`src/rtl/fetch_unit.sv`:
```
// Instruction-fetch stage: issues word fetches over req/gnt + rvalid, queues returned
// instructions in order (each tagged with its PC) and hands them to decode over
// valid/ready. Stops fetching once the halt word is seen.
// Optional redirect support is compiled in when FETCH_REDIRECT_EN is defined.
module fetch_unit #(
    parameter int unsigned         ADDR_W      = 16,
    parameter int unsigned         DATA_W      = 16,
    parameter int unsigned         QUEUE_DEPTH = 2,
    parameter logic [ADDR_W-1:0]   RESET_PC    = 16'h0000,
    parameter logic [DATA_W-1:0]   HALT_WORD   = 16'hFFFF
) (
    input  logic              clock,
    input  logic              reset_n,
    output logic              imem_req,
    output logic [ADDR_W-1:0] imem_addr,
    input  logic              imem_gnt,
    input  logic              imem_rvalid,
    input  logic [DATA_W-1:0] imem_rdata,
    output logic              ir_valid,
    input  logic              ir_ready,
    output logic [DATA_W-1:0] ir,
    output logic [ADDR_W-1:0] ir_pc,
    output logic              halt,
    input  logic              redirect_valid,
    input  logic [ADDR_W-1:0] redirect_pc
);

    localparam int unsigned CntW = $clog2(QUEUE_DEPTH + 1);
    localparam int unsigned PtrW = (QUEUE_DEPTH > 1) ? $clog2(QUEUE_DEPTH) : 1;

    typedef enum logic [1:0] {StRun, StDrain, StHalted} state_e;

    state_e              state_q, state_d;
    logic [ADDR_W-1:0]   fetch_pc_q, fetch_pc_d;
    logic [CntW-1:0]     out_q, out_d;     // requests granted, response not yet seen
    logic [CntW-1:0]     drop_q, drop_d;   // responses still owed to a flushed path
    logic [CntW-1:0]     cnt_q, cnt_d;     // instruction queue occupancy
    logic [PtrW-1:0]     q_wr_q, q_wr_d, q_rd_q, q_rd_d;
    logic [PtrW-1:0]     tag_wr_q, tag_wr_d, tag_rd_q, tag_rd_d;

    logic [DATA_W-1:0]   q_data_q [QUEUE_DEPTH];
    logic [ADDR_W-1:0]   q_pc_q   [QUEUE_DEPTH];
    logic [ADDR_W-1:0]   tag_q    [QUEUE_DEPTH];

    logic                gnt_fire, enq, deq, redirect;
    logic [ADDR_W-1:0]   redir_target;
    logic [DATA_W-1:0]   head_data;
    logic [31:0]         credit_used;
    logic                unused_redirect;

    function automatic logic [PtrW-1:0] ptr_inc(input logic [PtrW-1:0] p);
        return (p == PtrW'(QUEUE_DEPTH - 1)) ? '0 : p + PtrW'(1);
    endfunction

`ifdef FETCH_REDIRECT_EN
    assign redirect        = redirect_valid && (state_q != StHalted);
    assign redir_target    = {redirect_pc[ADDR_W-1:1], 1'b0};
    assign unused_redirect = redirect_pc[0];
`else
    assign redirect        = 1'b0;
    assign redir_target    = RESET_PC;
    assign unused_redirect = ^{redirect_valid, redirect_pc};
`endif

    // Request and decode-side outputs derived from current state.
    always_comb begin
        credit_used = 32'(out_q) + 32'(cnt_q) + 32'(drop_q);
        imem_req    = reset_n && (state_q == StRun) && (credit_used < QUEUE_DEPTH);
        imem_addr   = fetch_pc_q;
        head_data   = q_data_q[q_rd_q];
        ir_valid    = (cnt_q != '0) && (state_q != StHalted);
        ir          = ir_valid ? head_data : '0;
        ir_pc       = ir_valid ? q_pc_q[q_rd_q] : '0;
        halt        = (state_q == StHalted);
    end

    // Next-state: counters, pointers, fetch PC and FSM.
    always_comb begin
        gnt_fire   = imem_req && imem_gnt;
        enq        = imem_rvalid && (drop_q == '0) && (state_q == StRun);
        deq        = ir_valid && ir_ready;

        state_d    = state_q;
        fetch_pc_d = gnt_fire ? fetch_pc_q + ADDR_W'(2) : fetch_pc_q;
        out_d      = out_q + CntW'(gnt_fire) - CntW'(imem_rvalid);
        drop_d     = drop_q;
        cnt_d      = cnt_q + CntW'(enq) - CntW'(deq);
        q_wr_d     = enq ? ptr_inc(q_wr_q) : q_wr_q;
        q_rd_d     = deq ? ptr_inc(q_rd_q) : q_rd_q;
        tag_wr_d   = gnt_fire ? ptr_inc(tag_wr_q) : tag_wr_q;
        tag_rd_d   = imem_rvalid ? ptr_inc(tag_rd_q) : tag_rd_q;

        if (imem_rvalid && (drop_q != '0)) begin
            drop_d = drop_q - CntW'(1);
        end
        if (enq && (imem_rdata == HALT_WORD)) begin
            state_d = StDrain;
        end
        if (deq && (head_data == HALT_WORD)) begin
            state_d = StHalted;
        end

        // Everything still in flight, including a grant this cycle, belongs to the old path.
        if (redirect) begin
            state_d    = StRun;
            fetch_pc_d = redir_target;
            drop_d     = out_d;
            cnt_d      = '0;
            q_wr_d     = '0;
            q_rd_d     = '0;
        end
    end

    // Control state register with synchronous active-low reset.
    always_ff @(posedge clock) begin
        if (!reset_n) begin
            state_q    <= StRun;
            fetch_pc_q <= RESET_PC;
            out_q      <= '0;
            drop_q     <= '0;
            cnt_q      <= '0;
            q_wr_q     <= '0;
            q_rd_q     <= '0;
            tag_wr_q   <= '0;
            tag_rd_q   <= '0;
        end else begin
            state_q    <= state_d;
            fetch_pc_q <= fetch_pc_d;
            out_q      <= out_d;
            drop_q     <= drop_d;
            cnt_q      <= cnt_d;
            q_wr_q     <= q_wr_d;
            q_rd_q     <= q_rd_d;
            tag_wr_q   <= tag_wr_d;
            tag_rd_q   <= tag_rd_d;
        end
    end

    // Storage: PC tag written at grant, instruction entry written at response.
    always_ff @(posedge clock) begin
        if (gnt_fire) begin
            tag_q[tag_wr_q] <= fetch_pc_q;
        end
        if (enq) begin
            q_data_q[q_wr_q] <= imem_rdata;
            q_pc_q[q_wr_q]   <= tag_q[tag_rd_q];
        end
    end

endmodule

```
`config.mk`:
```
export PLATFORM = sky130hd
export DESIGN_NAME = fetch_unit
export DESIGN_NICKNAME = d
export VERILOG_FILES = /design/src/rtl/fetch_unit.sv
export SDC_FILE = /design/constraint.sdc
export NUM_CORES = 1
export LEC_CHECK = 0
export BUFFER_PORTS_ARGS = -buffer_cell sky130_fd_sc_hd__buf_2
export CAP_MARGIN = 10
export CORE_MARGIN = 10
export CORE_UTILIZATION = 55
export CTS_BUF_LIST = sky130_fd_sc_hd__clkbuf_2 sky130_fd_sc_hd__clkbuf_4 sky130_fd_sc_hd__clkbuf_8
export CTS_CLUSTER_SIZE = 30
export DETAILED_ROUTE_END_ITERATION = 10
export PLACE_DENSITY = 0.85
export RECOVER_POWER = 100
export SYNTH_ARGS = -nofsm -noshare
export SYNTH_HDL_FRONTEND = slang
export SYNTH_SLANG_ARGS = --single-unit
```
`constraint.sdc`:
```
create_clock -name clock -period 6.1 [get_ports clock]
set_input_delay 1.22 -clock clock [delete_from_list [all_inputs] [get_ports clock]]
set_output_delay 1.22 -clock clock [all_outputs]
set_load 0.01 [all_outputs]
```
After elaboration in Yosys (flattened, before gate mapping)
Memories as Yosys holds them, arrays and structs flattened. A register that Yosys moved wholly into a read port is not among the register bits.
Index checks and enable logic that the tools add are counted.
Storage, ports and cells
  flip-flop bits (word level): 28
  RAM bits: 96
  bits of input ports: 38
  output and inout port bits: 51
  logic and storage cells: 65
  memories: 3
Memories
  q_data_q: depth 2, width 16, read ports 1, clocked after memory_dff 1, write ports 1, RTL line 41  | logic [DATA_W-1:0] q_data_q [QUEUE_DEPTH];
  q_pc_q: depth 2, width 16, read ports 1, clocked after memory_dff 1, write ports 1, RTL line 42  | logic [ADDR_W-1:0] q_pc_q [QUEUE_DEPTH];
  tag_q: depth 2, width 16, read ports 1, clocked after memory_dff 1, write ports 1, RTL line 43  | logic [ADDR_W-1:0] tag_q [QUEUE_DEPTH];
Operators by class
  add/sub/neg operators: 12
  magnitude comparators: 1
  equal/unequal tests: 4
  muxes and demuxes: 18
  bitwise gates (word level): 1
  reduce and logical (&&, ||, !) cells: 16
Operators by type and width (number)
  16-bit == test (second input constant): 2
  16-bit 2-to-1 mux: 2
  16-bit by 2-bit adder with 16-bit output (second input constant): 1
  1-bit 2-to-1 mux: 14
  1-bit logical AND: 10
  2-bit nonzero test: 3
  1-bit adder (second input constant): 4
  2-bit by 1-bit adder with 2-bit output: 2
  3-bit by 2-bit adder with 4-bit output: 1
  2-bit logical NOT: 2
  4-bit by 2-bit less-than comparator with 1-bit output (second input constant): 1
  2-bit 2-to-1 mux: 2
  2-bit by 1-bit subtractor with 2-bit output: 2
  2-bit by 2-bit adder with 3-bit output: 1
  2-bit == test (second input constant): 1
  2-bit inequality test (second input constant): 1
  2-bit OR reduction: 1
  2-bit by 1-bit subtractor with 2-bit output (second input constant): 1
  1-bit NOT: 1

Logic depth before layout (Yosys ltp)
  depth after elaboration: 7
  depth in mapped cells: 11
  mapped depth without buffers: 11

Least setup slack after synthesis
OpenSTA, ideal clock, no wires.
  path type: input port to flip-flop
  start point: input port imem_rvalid
  end point: memory q_data_q[0][0], enable pin
  arrival: 2.800 ns
  path slack: 2.881 ns
  cell stages on the path: 3
  cells stage by stage: and3_1 > inv_1 > nor2_1
On the way
  cells in the longest elaborated chain, start to end: 4
RTL lines
  start, declared: RTL line 17  | input logic imem_rvalid,
  1-bit logical AND (2 in a row): RTL line 80  | enq = imem_rvalid && (drop_q == '0) && (state_q == StRun);
  1-bit 2-to-1 mux: RTL line 144  | if (enq) begin
  1-bit 2-to-1 mux (not written as such): RTL line 145  | q_data_q[q_wr_q] <= imem_rdata;
  end, declared: RTL line 41
Every way passes these cells.

Final worst setup path
  start point: register state_q[1]
  end point: output port ir_pc[4]
On the way
  cells in the longest elaborated chain, start to end: 3
RTL lines
  start, declared: RTL line 33  | state_e state_q, state_d;
  start signal, assigned: RTL line 117  | state_q <= StRun;
  start signal, assigned: RTL line 127  | state_q <= state_d;
  2-bit inequality test: RTL line 71  | ir_valid = (cnt_q != '0) && (state_q != StHalted);
  1-bit logical AND: RTL line 71
  16-bit 2-to-1 mux: RTL line 73  | ir_pc = ir_valid ? q_pc_q[q_rd_q] : '0;
  end, declared: RTL line 22  | output logic [ADDR_W-1:0] ir_pc,
Every way passes these cells.

==> impl_metrics.yaml <==
synth:
  synth.distinct_cells: 48
  synthTopCellsByArea: "edfxtp_1, dfxtp_1, mux2i_1, nor2_1, mux2_2"
  syn_avg_cell_area_sq_um: 13.67
  synth_top_family_by_area: "simple AND/OR/NAND/NOR gates"
  seq_area_frac_synth_pct: 67.37
  ys_ff_latch: 121
  synth_fa_ha_area_share_pct: 2.421
  synth_xor_area_share_pct: 2.295
  synthMuxAreaShare_pct: 9.859
  synth_compound_area_share_pct: 3.152
  syn_inst: 363
  ys_top_cells_by_count: "edfxtp_1, nor2_1, mux2i_1, dfxtp_1, mux2_2"
  synth-simple-area-share_pct: 12.15
  synth.most_common_cell: "edfxtp_1"
  ys.flop_type: "edfxtp_1"
  synth_edf_count: 92
  synth.cell_area_sq_mm: 0.004962
  synthArstFlopShare_pct: 0
  yosysWarnings: 0
  synth_top_area_share_pct: 55.67
  yosys.area.top_type: "edfxtp_1"
clocking:
  cts_sinks: 121
  clkLatencyLatePin_ns: 0.41
  cts_tree: "yes"
  cts-buffers-inserted: 17
  clk_pin_slew_ns: 0.06
  htree_levels: 4
  ctsLongestPathBuffers: 2
  cts.repair.resized: 0
  cts-root-buf: "clkbuf_8"
  hold_buffers: 0
  cts_setup_buffers: 0
outcome:
  violations: "max-capacitance violations, max-slew violations"
  outcome: "complete, but fails checks"
drt:
  dr.pass1.iters: 4
  drt-vias-per-instance: 5.471
  ant_nets: 0
  drc: 0
  wirelength_um: 9537
  wl_per_cell_um: 17.03
  vias: 3064
  first_iter_violations: 255
worst_setup_path:
  criticalPathCategory: "register to output pin"
  crit_required_ns: 4.88
  cp.arrival_ns: 2.88
  worstPathMaxFanout: 33
  end_kind: "output pin"
  start_kind: "register"
timing:
  fmax_ghz: 0.2441
  fin_setup_tns_ns: 0
  hold_violations: 0
  period_share_pct: 67.16
  tightest_slew_ns: 1.897
  holdWs_ns: 0.5106
  maxSlewViolCount: 98
  finalCriticalPeriod_ns: 4.097
  relSlewSlack_pct: -26.44
  setup_viol: 0
  skew_ns: 0.01106
  rsz0062_at_grt: "false"
pwr:
  peakVddDrop_mv: 0.1736
  p_leak_nw: 1.951
  p_per_area_mw_per_mm2: 419.7
worst_hold_path:
  hold_class: "register to register"
cells_and_area:
  finalNetCount: 486
  area_growth_pct: 14.47
  n_fill_cell: 639
  drive_gt1_share_pct: 8.850
  multiInputGateArea_sq_mm: 0.001479
  diodes: 0
  regArea_sq_mm: 0.003344
die:
  die_area_sq_mm: 0.01322
  initial_utilization_pct: 56.62
  ioPinCount: 89
  coreArea_sq_mm: 0.008763
  row_count: 34
  die_h_um: 115.0
  die_x_um: 115.0
global_routing:
  grt_max_degree: 38
  antenna_found_initial: 0
  grt_pass1_vias: 3094
  grtUsageTotal_pct: 14.54
  globalRoute.totalOverflow: 0
  grt_pass1_wl_um: 15230
placement:
  place_hpwl_um: 6569
  portBuffers: 69
  gp_congestion: 0.7919
job:
  cap_violations: 3
==> final timing paths <==
kind,from,endpoint,slack [ns],cells past startpoint
setup / recovery,state_q[1],ir_pc[4],2.00,4
setup reg to reg,out_q[1],tag_q[0][7],3.08,8
hold / removal,drop_q[1],drop_q[1],0.51,2
hold reg to reg,drop_q[1],drop_q[1],0.51,2
==> critical path, stage by stage, from the launching register on <==
cell      delay [ns]
dfxtp_1         0.37
nor2b_1         0.24
or2_0           1.41
nor2_1          0.22
clkbuf_1        0.22
==> metal layers <==
metal  vias to the layer above  wire length [um]  global-route usage (%)  part of all wire [%]
met2                        89              4707                   23.76                    49
met4                         0                82                   5.116                  0.86
met5                         -                 0                       0                     0
met1                      1488              4046                   17.25                    42
li1                       1481                 -                       -                     -
met3                         6               700                   5.469                   7.3
==> sequential cells by signal, summed over array words and instances (netlist names), 2 cells and up, named ones only <==
signal     cells
cnt_q          2
drop_q         2
imem_addr     15
out_q          2
q_data_q      32
q_pc_q        30
state_q        2
tag_q         30
==> per-stage QoR <==
step	setup slack [ns]	power (mW)	instances	util [%]	instance area (sq um)
2_1_floorplan	2.881	1.537	364	-	4966
3_3_place_gp	2.953	1.738	528	61.62	5400
3_5_place_dp	2.941	1.768	528	61.62	5400
4_1_cts	2.578	2.435	560	66.08	5791
5_1_grt	1.696	2.518	560	64.82	5680
6_report	2.003	2.384	560	64.82	5680
==> report_power, final <==
part           switching [mW]  internal, mW  total [mW]  leakage (nW)
Combinational           0.362         0.223       0.585         0.639
Sequential             0.0874          1.04        1.13          1.11
Clock                   0.286         0.388       0.673         0.202
Total                   0.735          1.65        2.38          1.95
==> final cells by class <==
cell class / instances / share of cell area (%)
sequential: 121 / 58.88
multi-input combinational: 212 / 26.04
clock buffer: 25 / 5.727
timing repair buffer: 73 / 4.912
tap: 108 / 2.379
clock inverter: 7 / 1.145
inverter: 14 / 0.9251
==> cells in the final DEF, fill, tap and decap left out, types with 4 or more instances in the layout <==
cell type | synthesis | routed
nand3_1 | 8 | 8
a21oi_1 | 9 | 9
mux2_1 | 0 | 15
dfxtp_1 | 29 | 28
buf_2 | 1 | 4
or3_1 | 3 | 4
nor2b_1 | 3 | 4
clkbuf_1 | 9 | 69
nor2_1 | 56 | 55
mux2i_1 | 32 | 32
clkbuf_8 | 0 | 22
xnor2_1 | 10 | 10
o31ai_1 | 5 | 5
ha_1 | 8 | 8
and3_1 | 4 | 4
inv_1 | 13 | 13
edfxtp_1 | 92 | 92
nand2_1 | 7 | 7
clkinv_2 | 0 | 4
nand4_1 | 10 | 11
or4_1 | 5 | 5
==> cell families (layout without fill, tap and decap cells) <==
kind of cell             Yosys count  in the layout
multiplexers                      47             47
XOR/XNOR                          13             13
buffers and inverters             31            119
flip-flops                       121            121
other                              1              2
AND/OR/NAND/NOR                  117            117
AO/OA/AOI/OAI                     24             24
adder cells (fa/ha/maj)            9              9
(Power assumes the default switching activity.)
